--- config.mk ---
export PLATFORM = sky130hd
export DESIGN_NAME = alu_nibble_serial
export DESIGN_NICKNAME = d
export VERILOG_FILES = /design/src/rtl/alu_nibble_serial.sv
export SDC_FILE = /design/constraint.sdc
export NUM_CORES = 1
export LEC_CHECK = 0
export ABC_AREA = 0
export CORE_ASPECT_RATIO = 0.8
export CORE_UTILIZATION = 56
export DETAILED_ROUTE_END_ITERATION = 8
export GPL_TIMING_DRIVEN = 1
export PLACE_DENSITY = 0.82
export SETUP_SLACK_MARGIN = 0.02
export SYNTH_ARGS = -nofsm -noshare
export SYNTH_HDL_FRONTEND = slang
export SYNTH_SLANG_ARGS = --single-unit
--- constraint.sdc ---
create_clock -name clk -period 6.45 [get_ports clk]
set_clock_uncertainty 0.15 [all_clocks]
set_input_delay 0.9675 -clock clk [delete_from_list [all_inputs] [get_ports clk]]
set_output_delay 0.9675 -clock clk [all_outputs]
set_load 0.02 [all_outputs]
--- src/rtl/alu_nibble_serial.sv ---
// alu_nibble_serial: SM83-style ALU computing one 4-bit slice per clock, LSB nibble first
package sm83_pkg;
  typedef enum logic [3:0] {
    ALU_ADD, ALU_ADC, ALU_SUB, ALU_SBC, ALU_AND,
    ALU_XOR, ALU_OR, ALU_CP, ALU_INC, ALU_DEC
  } alu_op_t;
  typedef struct packed {
    logic z;
    logic n;
    logic h;
    logic c;
  } flags_t;
endpackage

module alu_nibble_serial
  import sm83_pkg::*;
#(
  parameter int DATA_W = 8,
  parameter int HC_BIT = 3,
  parameter int KEEP_Z = 0
) (
  input  logic              clk,
  input  logic              rst,
  input  logic              in_valid,
  output logic              in_ready,
  input  alu_op_t           alu_op,
  input  logic [DATA_W-1:0] op1,
  input  logic [DATA_W-1:0] op2,
  input  flags_t            in_flags,
  output logic              out_valid,
  input  logic              out_ready,
  output logic [DATA_W-1:0] result,
  output flags_t            out_flags,
  output logic              busy
);
  localparam int NIB = DATA_W / 4;
  localparam int CW = NIB > 1 ? $clog2(NIB) : 1;
  localparam int HC_NIB = HC_BIT / 4;
  localparam logic [1:0] IDLE = 2'd0, RUN = 2'd1, DONE = 2'd2;
  logic [1:0] state;
  alu_op_t op;
  logic [DATA_W-1:0] a, b, res, full, mask;
  flags_t fl, flg, nflg;
  logic cy, h_r, h_now, sub, arith, last, z;
  logic [CW-1:0] cnt;
  logic [CW+1:0] sh;
  logic [3:0] an, bn, nib;
  logic [4:0] s5;

  assign in_ready = state == IDLE;
  assign out_valid = state == DONE;
  assign busy = state != IDLE;
  assign result = res;
  assign out_flags = flg;

  // current nibble slice: 5-bit add/sub with chained carry, merged into the partial result
  always_comb begin
    sh = {cnt, 2'b00};
    an = 4'(a >> sh);
    bn = 4'(b >> sh);
    sub = op inside {ALU_SUB, ALU_SBC, ALU_CP, ALU_DEC};
    arith = sub || op inside {ALU_ADD, ALU_ADC, ALU_INC};
    s5 = sub ? {1'b0, an} - {1'b0, bn} - {4'b0, cy} : {1'b0, an} + {1'b0, bn} + {4'b0, cy};
    nib = op == ALU_AND ? an & bn : op == ALU_OR ? an | bn : op == ALU_XOR ? an ^ bn : arith ? s5[3:0] : an;
    mask = DATA_W'(4'hF) << sh;
    full = (res & ~mask) | (DATA_W'(nib) << sh);
    last = cnt == CW'(NIB - 1);
    h_now = cnt == CW'(HC_NIB) ? s5[4] : h_r;
    z = full == '0;
    case (op)
      ALU_ADD, ALU_ADC:          nflg = {KEEP_Z != 0 ? fl.z : z, 1'b0, h_now, s5[4]};
      ALU_SUB, ALU_SBC, ALU_CP:  nflg = {z, 1'b1, h_now, s5[4]};
      ALU_INC:                   nflg = {z, 1'b0, h_now, fl.c};
      ALU_DEC:                   nflg = {z, 1'b1, h_now, fl.c};
      ALU_AND:                   nflg = {z, 3'b010};
      ALU_OR, ALU_XOR:           nflg = {z, 3'b000};
      default:                   nflg = fl;
    endcase
  end

  // request latch, nibble sequencing and result hold until consumed
  always_ff @(posedge clk) begin
    if (rst) begin
      state <= IDLE;
      op <= ALU_ADD;
      a <= '0;
      b <= '0;
      fl <= '0;
      cy <= 1'b0;
      h_r <= 1'b0;
      cnt <= '0;
      res <= '0;
      flg <= '0;
    end else begin
      case (state)
        IDLE: if (in_valid) begin
          op <= alu_op;
          a <= op1;
          b <= alu_op inside {ALU_INC, ALU_DEC} ? DATA_W'(1) : op2;
          fl <= in_flags;
          cy <= alu_op inside {ALU_ADC, ALU_SBC} ? in_flags.c : 1'b0;
          cnt <= '0;
          state <= RUN;
        end
        RUN: begin
          res <= full;
          cy <= s5[4];
          if (cnt == CW'(HC_NIB)) h_r <= s5[4];
          cnt <= last ? '0 : cnt + CW'(1);
          if (last) begin
            flg <= nflg;
            state <= DONE;
          end
        end
        DONE: if (out_ready) state <= IDLE;
        default: state <= IDLE;
      endcase
    end
  end
endmodule

==> flow_summary.json <==
{
  "status": "complete, no violations",
  "endpoint_kind": "flop",
  "p_leak_nw": 1.13,
  "mostFrequentLayoutCells": "46 x nand2_1, 42 x clkdlybuf4s50_1, 41 x dfxtp_1, 32 x nor2_1, 27 x a21oi_1",
  "synth_nets": 333,
  "cts_tree": "done",
  "drt-vias-per-instance": 5.62,
  "cp-start-kind": "flop",
  "drive_gt1_frac": 0.0375,
  "die_x_um": 74.4,
  "synth_edf_count": 0,
  "maxCapViolations": 0,
  "crit_slowest_cell": "dfxtp_1",
  "fin_crit_sh": 0.529,
  "fin_ws_ps": 3040,
  "layout.cells.non_filler": 375,
  "post_cts_buffers": 0,
  "fin_area_um2": 2850,
  "clockBufferDepth": 2,
  "wire_per_inst_um": 14.2,
  "synthDistinctLibCells": 47,
  "postCtsHoldBufs": 0,
  "cts_buffers": 5,
  "grt.total_usage": 0.260,
  "min_path_type": "reg -> reg",
  "synthCells": 289,
  "place_area_um2": 2760,
  "worst_skew_pair.late_latency_ps": 290,
  "crit_fanout": 14,
  "die_h_um": 59.9,
  "drt-initial-drc-count": 180,
  "cts.sinks": 41,
  "required_ps": 6470,
  "critical_path.top_delay_family": "flip-flops",
  "drt_pass1_iterations": 5,
  "pre_cts_slack_ps": 3040,
  "holdWs_ps": 305,
  "relSlewSlack": 0.447,
  "diodes": 0,
  "vias": 2109,
  "ir_drop_v": 0.000156,
  "syn_area_um2": 2350,
  "total_power_uw": 628,
  "cts_resized": 0,
  "area_delta_synth_final_pct": 21.4,
  "nets": 364,
  "grt_setup_unrepaired": "false",
  "grt_max_degree": 44,
  "p_per_area_nw_per_um2": 220,
  "dp_hpwl_um": 3980,
  "ant_nets": 0,
  "arrival_ps": 3430,
  "die_area_um2": 4450,
  "std_cell_rows": 20,
  "critical_path_buf_inv_count": 1,
  "final_common_cell": "nand2_1",
  "crit_type": "reg -> reg",
  "initial_core_util": 0.601,
  "finalHoldViolations": 0,
  "ios": 43,
  "gp_congestion": 0.899,
  "htree_levels": 2,
  "fmax_ghz": 0.293,
  "grt_pass1_vias": 1857,
  "period_needed_ps": 3410,
  "clock-root-buffer": "clkbuf_8",
  "routed_wl_um": 5310,
  "clk_pin_slew_ps": 80,
  "fin_util": 0.729,
  "ys_ff_latch": 41,
  "drv_slew": 0,
  "yosys_warnings": 0,
  "coreArea_um2": 3900,
  "grt_antenna_before_repair": 0,
  "setup_viol": 0,
  "worst_pin_slew_ps": 828,
  "synthArstFlopShare": 0,
  "overflow": 0,
  "grt_pass1_wl_um": 8670,
  "port-buffer-count": 42,
  "path_cells": "mux2i_1 > fa_1 > inv_1 > fa_1 > nand2_1 > nand2_1 > a211oi_1 > a21oi_1 > a222oi_1 > nor2_1",
  "yosysSeqAreaShare": 0.350,
  "yosys_most_used_dff": "dfxtp_1",
  "synth_area_per_cell_um2": 8.12,
  "drc_errors": 0,
  "tns_ps": 0,
  "dp.cells": 368,
  "crit_path_max_incr_delay_ps": 780
}
## synthesized netlist by cell type, drive strengths merged, types with 2 or more instances
cell     number  area share
mux2i        15       0.064
nand2b        4       0.011
ha           12       0.064
clkbuf       14       0.023
nor2         32       0.051
inv          19       0.030
nand2        46       0.074
o21a          2      0.0064
a221oi        2      0.0075
nor4          2      0.0053
and2          2      0.0053
fa            4       0.034
o211ai        2      0.0064
a211oi       10       0.037
o2bb2ai       2      0.0075
nor3          3      0.0064
nor2b         3      0.0080
buf           5       0.013
a31o          3       0.011
nand3b        2      0.0064
nor3b         2      0.0064
dfxtp        41        0.35
o21ai         7       0.015
xnor2         2      0.0075
a21oi        27       0.058
a22oi         9       0.029
## logic make-up (layout without fill, tap and decap cells)
family	count (synthesis)	in the layout	synth area share
and+or+nand+nor	104	104	0.199
AOI/OAI and AO/OA	71	71	0.204
DFF	41	41	0.350
buffers and inverters	38	69	0.0667
adders and majority gates	16	16	0.0981
muxes	16	16	0.0704
xor gates and xnor gates	3	3	0.0112
## routing by layer
layer	vias up	global-route usage	part of all wire
met3	5	0.0641	0.053
li1	1059	-	-
met1	984	0.373	0.51
met2	61	0.394	0.43
met4	0	0.0566	0.0064
met5	-	0	0
## final timing paths
check / startpoint / to / slack [ps] / depth (start not counted)
setup / recovery: cnt / cy / 3040 / 10
hold / removal: a[0] / a[0] / 300 / 2
setup reg to reg: cnt / cy / 3040 / 10
hold reg to reg: a[0] / a[0] / 300 / 2
## tightest hold or removal path: cells and delay by family, from the launching register on
family | cells | cell delay [ps]
DFF | 1 | 310
and+or+nand+nor | 1 | 50
AOI/OAI and AO/OA | 1 | 50
## flip-flops by register name (all words and copies together) (netlist names)
register and count:
op 4, a 8, state 2, cnt 1, fl 4, b 8
result 8, cy 1, h_r 1, out_flags 4
## report_power, final
part / total (mW) / switching [mW] / leakage [nW] / internal [mW]
Sequential: 0.287 / 0.0171 / 0.335 / 0.269
Combinational: 0.170 / 0.0919 / 0.749 / 0.0779
Clock: 0.172 / 0.0870 / 0.0433 / 0.0846
## final cells by class
| type | count | area (um^2) |
|---|---|---|
| Sequential cell | 41 | 821 |
| Inverter | 19 | 71.3 |
| Multi-Input combinational cell | 210 | 1370 |
| Tap cell | 55 | 68.8 |
| Timing Repair Buffer | 43 | 428 |
| Clock inverter | 1 | 7.51 |
| Fill cell | 328 | 1060 |
| Clock buffer | 6 | 82.6 |
(Power assumes the default switching activity.)
